### src/rtl/branch_wb_unit.sv
// ============================================================================
// Module   : branch_wb_unit
// Brief    : Branch/jump resolution with fetch redirect and register writeback.
// Revision : 1.0 - initial release
// ============================================================================
`default_nettype none

module branch_wb_unit #(
  parameter int XLEN     = 32,
  parameter int INSTR_W  = 37,
  parameter int BR_BASE  = 27,
  parameter int IALIGN   = 32,
  parameter int LINK_INC = 4
) (
  input  logic               clk,
  input  logic               reset,
  input  logic               in_valid,
  output logic               in_ready,
  input  logic [INSTR_W-1:0] instr_bus,
  input  logic [XLEN-1:0]    pc,
  input  logic [XLEN-1:0]    rs1_value,
  input  logic [XLEN-1:0]    rs2_value,
  input  logic [XLEN-1:0]    imm,
  input  logic               rd_valid,
  input  logic [XLEN-1:0]    alu_result,
  input  logic               alu_ready,
  output logic [XLEN-1:0]    next_pc,
  output logic               pc_j_valid,
  output logic [XLEN-1:0]    rd_data,
  output logic               rd_write,
  output logic               misalign_err,
  output logic               busy
);

  typedef enum logic [1:0] {
    S_IDLE     = 2'd0,
    S_RESOLVE  = 2'd1,
    S_WAIT_ALU = 2'd2
  } state_t;

  state_t          r_state;
  logic [7:0]      r_br;
  logic [XLEN-1:0] r_pc;
  logic [XLEN-1:0] r_rs1;
  logic [XLEN-1:0] r_rs2;
  logic [XLEN-1:0] r_imm;
  logic            r_rd_valid;

  logic [XLEN-1:0] w_br_target;
  logic [XLEN-1:0] w_jalr_target;
  logic [XLEN-1:0] w_target;
  logic            w_taken;
  logic            w_jump;
  logic            w_misalign;
  logic            w_eq;
  logic            w_slt;
  logic            w_ult;
  logic            w_unused_instr;

  // Only the branch slice of the one-hot bus matters here.
  assign w_unused_instr = ^instr_bus;

  assign in_ready = (r_state == S_IDLE);
  assign busy     = (r_state != S_IDLE);

  assign w_eq          = (r_rs1 == r_rs2);
  assign w_slt         = ($signed(r_rs1) < $signed(r_rs2));
  assign w_ult         = (r_rs1 < r_rs2);
  assign w_br_target   = r_pc + r_imm;
  assign w_jalr_target = (r_rs1 + r_imm) & ~XLEN'(1);

  // Priority chain: the first set bit whose condition holds selects the target.
  always_comb begin
    w_taken  = 1'b0;
    w_jump   = 1'b0;
    w_target = w_br_target;
    if (r_br[7]) begin
      w_taken  = 1'b1;
      w_jump   = 1'b1;
      w_target = w_jalr_target;
    end else if (r_br[6]) begin
      w_taken = 1'b1;
      w_jump  = 1'b1;
    end else if (r_br[5] && !w_ult) begin
      w_taken = 1'b1;
    end else if (r_br[4] && w_ult) begin
      w_taken = 1'b1;
    end else if (r_br[3] && !w_slt) begin
      w_taken = 1'b1;
    end else if (r_br[2] && w_slt) begin
      w_taken = 1'b1;
    end else if (r_br[1] && !w_eq) begin
      w_taken = 1'b1;
    end else if (r_br[0] && w_eq) begin
      w_taken = 1'b1;
    end
  end

  assign w_misalign = w_taken &&
                      ((IALIGN == 32) ? (w_target[1:0] != 2'b00) : w_target[0]);

  always_ff @(posedge clk) begin
    if (reset) begin
      r_state      <= S_IDLE;
      r_br         <= '0;
      r_pc         <= '0;
      r_rs1        <= '0;
      r_rs2        <= '0;
      r_imm        <= '0;
      r_rd_valid   <= 1'b0;
      next_pc      <= '0;
      rd_data      <= '0;
      pc_j_valid   <= 1'b0;
      rd_write     <= 1'b0;
      misalign_err <= 1'b0;
    end else begin
      pc_j_valid   <= 1'b0;
      rd_write     <= 1'b0;
      misalign_err <= 1'b0;
      case (r_state)
        S_IDLE: begin
          if (in_valid) begin
            r_br       <= instr_bus[BR_BASE+7:BR_BASE];
            r_pc       <= pc;
            r_rs1      <= rs1_value;
            r_rs2      <= rs2_value;
            r_imm      <= imm;
            r_rd_valid <= rd_valid;
            r_state    <= S_RESOLVE;
          end
        end
        S_RESOLVE: begin
          r_state <= S_IDLE;
          if (w_misalign) begin
            misalign_err <= 1'b1;
          end else begin
            if (w_taken) begin
              next_pc    <= w_target;
              pc_j_valid <= 1'b1;
            end
            if (w_jump) begin
              if (r_rd_valid) begin
                rd_data  <= r_pc + XLEN'(LINK_INC);
                rd_write <= 1'b1;
              end
            end else if (r_rd_valid) begin
              if (alu_ready) begin
                rd_data  <= alu_result;
                rd_write <= 1'b1;
              end else begin
                r_state <= S_WAIT_ALU;
              end
            end
          end
        end
        S_WAIT_ALU: begin
          if (alu_ready) begin
            rd_data  <= alu_result;
            rd_write <= 1'b1;
            r_state  <= S_IDLE;
          end
        end
        default: r_state <= S_IDLE;
      endcase
    end
  end

endmodule

`default_nettype wire

### config.mk
export PLATFORM = sky130hd
export DESIGN_NAME = branch_wb_unit
export DESIGN_NICKNAME = d
export VERILOG_FILES = /design/src/rtl/branch_wb_unit.sv
export SDC_FILE = /design/constraint.sdc
export NUM_CORES = 1
export LEC_CHECK = 0
export CAP_MARGIN = 30
export CELL_PAD_IN_SITES_DETAIL_PLACEMENT = 1
export CELL_PAD_IN_SITES_GLOBAL_PLACEMENT = 1
export CORE_MARGIN = 2
export CORE_UTILIZATION = 38
export CTS_CLUSTER_DIAMETER = 50
export DETAILED_ROUTE_END_ITERATION = 8
export PLACE_DENSITY = 0.88
export SLEW_MARGIN = 10
export SYNTH_ARGS = -nofsm -noshare
export SYNTH_HDL_FRONTEND = slang
export SYNTH_SLANG_ARGS = --single-unit
export TNS_END_PERCENT = 50
### constraint.sdc
create_clock -name clk -period 3.3 [get_ports clk]
set_input_delay 0.66 -clock clk [delete_from_list [all_inputs] [get_ports clk]]
set_output_delay 0.66 -clock clk [all_outputs]
set_load 0.02 [all_outputs]
Yosys cells after proc, flatten, opt, wreduce, memory -nomap -nowiden
Index checks and enable logic that the tools add are counted.
{"block": "word_totals", "inputBits": 202, "out_inout_bits": 69, "reg_bits": 206}
{"block": "classes", "n_lt_le_gt_ge": 2, "bitwise": 2, "n_mux": 32, "addsub": 3, "eq_ne": 7, "reduce_logical": 20}
{"operator": "32-bit 2-to-1 mux", "n": 6}
{"operator": "32-bit adder", "n": 2}
{"operator": "32-bit less-than comparator", "n": 2}
{"operator": "32-bit case mux with 2 select lines", "n": 1}
{"operator": "32-bit by 3-bit adder with 32-bit output, second input constant", "n": 1}
{"operator": "32-bit == test", "n": 1}
{"operator": "1-bit 2-to-1 mux", "n": 17}
{"operator": "2-bit 2-to-1 mux", "n": 6}
{"operator": "2-bit != test, second input constant", "n": 4}
{"operator": "1-bit logical AND", "n": 7}
{"operator": "2-bit case mux with 3 select lines", "n": 1}
{"operator": "3-bit AND reduction", "n": 2}
{"operator": "2-bit nonzero test", "n": 3}
{"operator": "2-bit AND reduction", "n": 2}
{"operator": "1-bit logical NOT", "n": 3}
{"operator": "3-bit OR reduction", "n": 1}
{"operator": "2-bit by 1-bit == test with 1-bit output, second input constant", "n": 1}
{"operator": "2-bit == test, second input constant", "n": 1}
{"operator": "2-bit logical NOT", "n": 1}
{"operator": "1-bit inverter", "n": 2}
{"operator": "1-bit case mux with 2 select lines", "n": 1}
{"operator": "2-bit OR reduction", "n": 1}

Depth between registers and ports, before layout
{"block": "logic_depth", "word_depth": 13, "depth_mapped": 13}

Worst setup path after synthesis
Ideal clock, no wire load.
{"block": "synth_timing", "kind": "reg-to-reg", "from": "reg r_rs2[11]", "to": "reg next_pc[14]", "path_buffers": 2, "synth_period_minus_slack_ns": 2.887, "t_arrival_ns": 2.819, "path_stages_with_launch": 14, "setup_slack_ns": 0.413, "cell_sequence": "dfxtp_1 -> inv_1 -> ha_1 -> a21oi_2 -> o21a_1 -> o22ai_1 -> o31a_1 -> or4b_4 -> a2111oi_4 -> or2_1 -> buf_6 -> buf_6 -> nand2_2 -> a21oi_2"}
{"block": "synth_between", "elab_chain_cells": 13, "word_cells_on_any_way": 23}
{"element": "start, declared", "line_no": "45", "rtl": "logic [XLEN-1:0] r_rs2;"}
{"element": "start signal, assigned", "line_no": "126", "rtl": "r_rs2 <= rs2_value;"}
{"element": "branches (longest 7 deep; another with 32-bit less-than comparator)"}
{"element": "1-bit 2-to-1 mux *", "line_no": "84", "rtl": "end else if (r_br[5] && !w_ult) begin"}
{"element": "1-bit 2-to-1 mux *", "line_no": "81", "rtl": "end else if (r_br[6]) begin"}
{"element": "1-bit 2-to-1 mux *", "line_no": "77", "rtl": "if (r_br[7]) begin"}
{"element": "1-bit logical AND", "line_no": "99", "rtl": "assign w_misalign = w_taken &&"}
{"element": "1-bit inverter (no line)"}
{"element": "3-bit AND reduction (no line) *"}
{"element": "end signal, assigned", "line_no": "138", "rtl": "next_pc <= w_target;"}
{"element": "end, declared", "line_no": "27", "rtl": "output logic [XLEN-1:0] next_pc,"}
Mark *: on every way between the ends.
A chain may end at the register's enable or synchronous reset.

Worst setup path in the final report
{"block": "layout_timing", "from": "reg r_rs1[1]", "to": "reg next_pc[20]"}
{"block": "layout_between", "elab_chain_cells": 13, "word_cells_on_any_way": 26}
{"element": "start, declared", "line_no": "44", "rtl": "logic [XLEN-1:0] r_rs1;"}
{"element": "start signal, assigned", "line_no": "125", "rtl": "r_rs1 <= rs1_value;"}
{"element": "branches (longest 13 deep; another with 32-bit less-than comparator)"}
Several ways; the timed one is not identified.

==> results.json <==
{
  "wl_mm": 53.2,
  "synth_cell_types": 72,
  "worstPathMaxFanout": 11,
  "crit_type": "register to register",
  "wl_per_cell_microns": 21.6,
  "tightest_slew_ps": 688,
  "synth_top_area_cell": "dfxtp_1",
  "fin_util": 0.532,
  "avgViaCountPerCell": 5.76,
  "drv_cap": 0,
  "dp_cells": 2384,
  "syn_area_sq_mm": 0.0128,
  "ctsHoldBuffers": 0,
  "postSynthAreaPerCell_sq_um": 7.50,
  "regArea_sq_mm": 0.00416,
  "ir_worst_vdd_uv": 348,
  "cts_inserted_buffers": 28,
  "p_leak_nw": 7.02,
  "dieArea_sq_mm": 0.0353,
  "fp-row-count": 67,
  "die_x_microns": 188,
  "first_global_vias": 14400,
  "worst_setup_path_start_kind": "register",
  "antenna_found_initial": 1,
  "synth_ff_type": "dfxtp_1",
  "powerDensity_mw_per_mm2": 443,
  "min_period_ps": 3490,
  "endpoint_kind": "register",
  "clock_skew_ps": 13.2,
  "status": "finished with violations",
  "drive_gt1_frac": 0.125,
  "finalSetupViolations": 58,
  "grt_start_max_net_pins": 93,
  "cts.sinks": 206,
  "port_buffers": 241,
  "clk_pin_slew_worst_paths_ps": 60,
  "arrival_ps": 3910,
  "final_cell_count_no_fill": 2457,
  "n_fill_cell": 3971,
  "cts_max_path_buffers": 3,
  "ys_top_cells_by_area": "dfxtp_1, nand2_1, ha_1",
  "nNetsFinal": 2292,
  "power_mw": 7.88,
  "final_cell_mix": "nand2_1, clkdlybuf4s50_1, a21oi_1, dfxtp_1, nor2_1",
  "root_buffer": "clkbuf_16",
  "final_common_cell": "nand2_1",
  "synthArstFlopShare": 0,
  "fmax_mhz": 287,
  "hpwl_mm": 36.1,
  "ys_seq_area_frac": 0.321,
  "track_usage": 0.271,
  "wl_met3_mm": 3.36,
  "drt_first_iter_violations": 1166,
  "synth-edff-count": 0,
  "yosys_warnings": 0,
  "insertion_delay_ps": 560,
  "cts_max_level": 1,
  "cts_tree": "yes",
  "routed.top_layer": "met5",
  "start_util": 0.384,
  "diodes": 0,
  "drtAntennaViolNets": 0,
  "relSlewSlack": 0.541,
  "route.met2.wl_mm": 25.3,
  "vias": 14200,
  "synth-seq-cells": 206,
  "io_pins": 271,
  "finalMaxSlewViolations": 0,
  "hold_violations": 0,
  "grt_pass1_wl_mm": 77.7,
  "hold_class": "register to register",
  "netlist_instances": 1714,
  "period_share": 1.06,
  "fp.coreArea_sq_mm": 0.0334,
  "grt_overflow": 0,
  "post-route-drc-count": 0,
  "syn_nets": 2015,
  "rsz0062_at_grt": "true",
  "required_ps": 3720,
  "met1Wirelength_mm": 22.2,
  "violations": "setup timing",
  "place.gp.congestion": 0.896,
  "setup_ws_ps": -189,
  "synth_top_area_share": 0.321,
  "firstDrtPassIters": 5,
  "dieHeight_microns": 188,
  "multi_input_area_sq_mm": 0.00855,
  "syn2layout_area_growth_pct": 38.5
}
kinds of logic (layout without fill, tap and decap cells):
family / count (synthesis) / count (layout) / share of synthesized area
buf+inv: 156 / 446 / 0.0484
flops: 206 / 206 / 0.321
mux: 35 / 35 / 0.0276
fa+ha+maj: 99 / 99 / 0.0976
compound gates: 498 / 499 / 0.234
simple gates: 657 / 661 / 0.228
xor+xnor: 63 / 63 / 0.0429
final timing paths:
check	from	to	slack (ps)	cells after the start
max reg2reg	r_rs1[1]	next_pc[20]	-190	11
min	r_rs2[10]	r_rs2[10]	460	2
min reg2reg	r_rs2[10]	r_rs2[10]	460	2
max	r_rs1[1]	next_pc[20]	-190	11
synth_stat cells (36+ instances only):
| master | number |
|---|---|
| xnor2_1 | 36 |
| dfxtp_1 | 206 |
| nor3_1 | 37 |
| clkbuf_1 | 74 |
| nor2_1 | 94 |
| nand2_1 | 363 |
| a211oi_1 | 40 |
| a21oi_1 | 235 |
| o21ai_0 | 90 |
| inv_1 | 61 |
| ha_1 | 97 |
| nand3_1 | 56 |
what timing repair did:
action | 4_1_cts | 5_1_grt
gates resized for setup | 27 | 82
endpoints found under the setup margin | 65 | 66
setup buffers | 3 | 14
cloned | 3 | 5
pin swaps | 4 | 38
flip-flops by register name, summed over array words and instances (netlist names):
register      flops
rd_write          1
pc_j_valid        1
r_rs2            32
r_rs1            32
r_imm            32
r_rd_valid        1
next_pc          32
r_br              8
rd_data          32
r_state           2
r_pc             32
misalign_err      1
cell type report:
type                       count  area share
sequential                   206       0.234
inverter                      61      0.0130
multi-input combinational   1357       0.480
clock inverter                11     0.00865
timing repair buffer         337       0.188
tap                          448      0.0315
clock buffer                  37      0.0453
power by group:
group	leakage, nW	total [mW]	internal [mW]	switching [mW]
Sequential	1.69	2.81	2.64	0.167
Combinational	4.86	1.92	0.852	1.07
Clock	0.464	3.16	1.94	1.21
through the flow:
step	setup TNS, ps	setup slack (ps)	hold slack, ps	instance area [sq um]
after floorplan	0	413	436	12800
after global placement	-1040	-334	444	16100
after detailed placement	-8510	-297	450	16100
after CTS	-104	-28.4	459	17300
after global routing	-13620	-290	478	17800
final	-5040	-189	457	17800
critical path: stages, from the launching register on:
cell and delay [ps]:
dfxtp_4 370, ha_4 250, nor2b_4 120, o211ai_1 280, a211oi_2 120, o31a_1 370, or4b_4 570, a2111oi_4 390
buf_6 200, buf_4 170, nor2_4 110, a311oi_1 380
layer usage:
metal  vias up  track usage
met5         -            0
met4         2       0.0878
met3       136       0.0444
met2       550        0.456
met1      6866        0.353
li1       6608            -
Note: power is estimated with default switching activity, not from simulation.
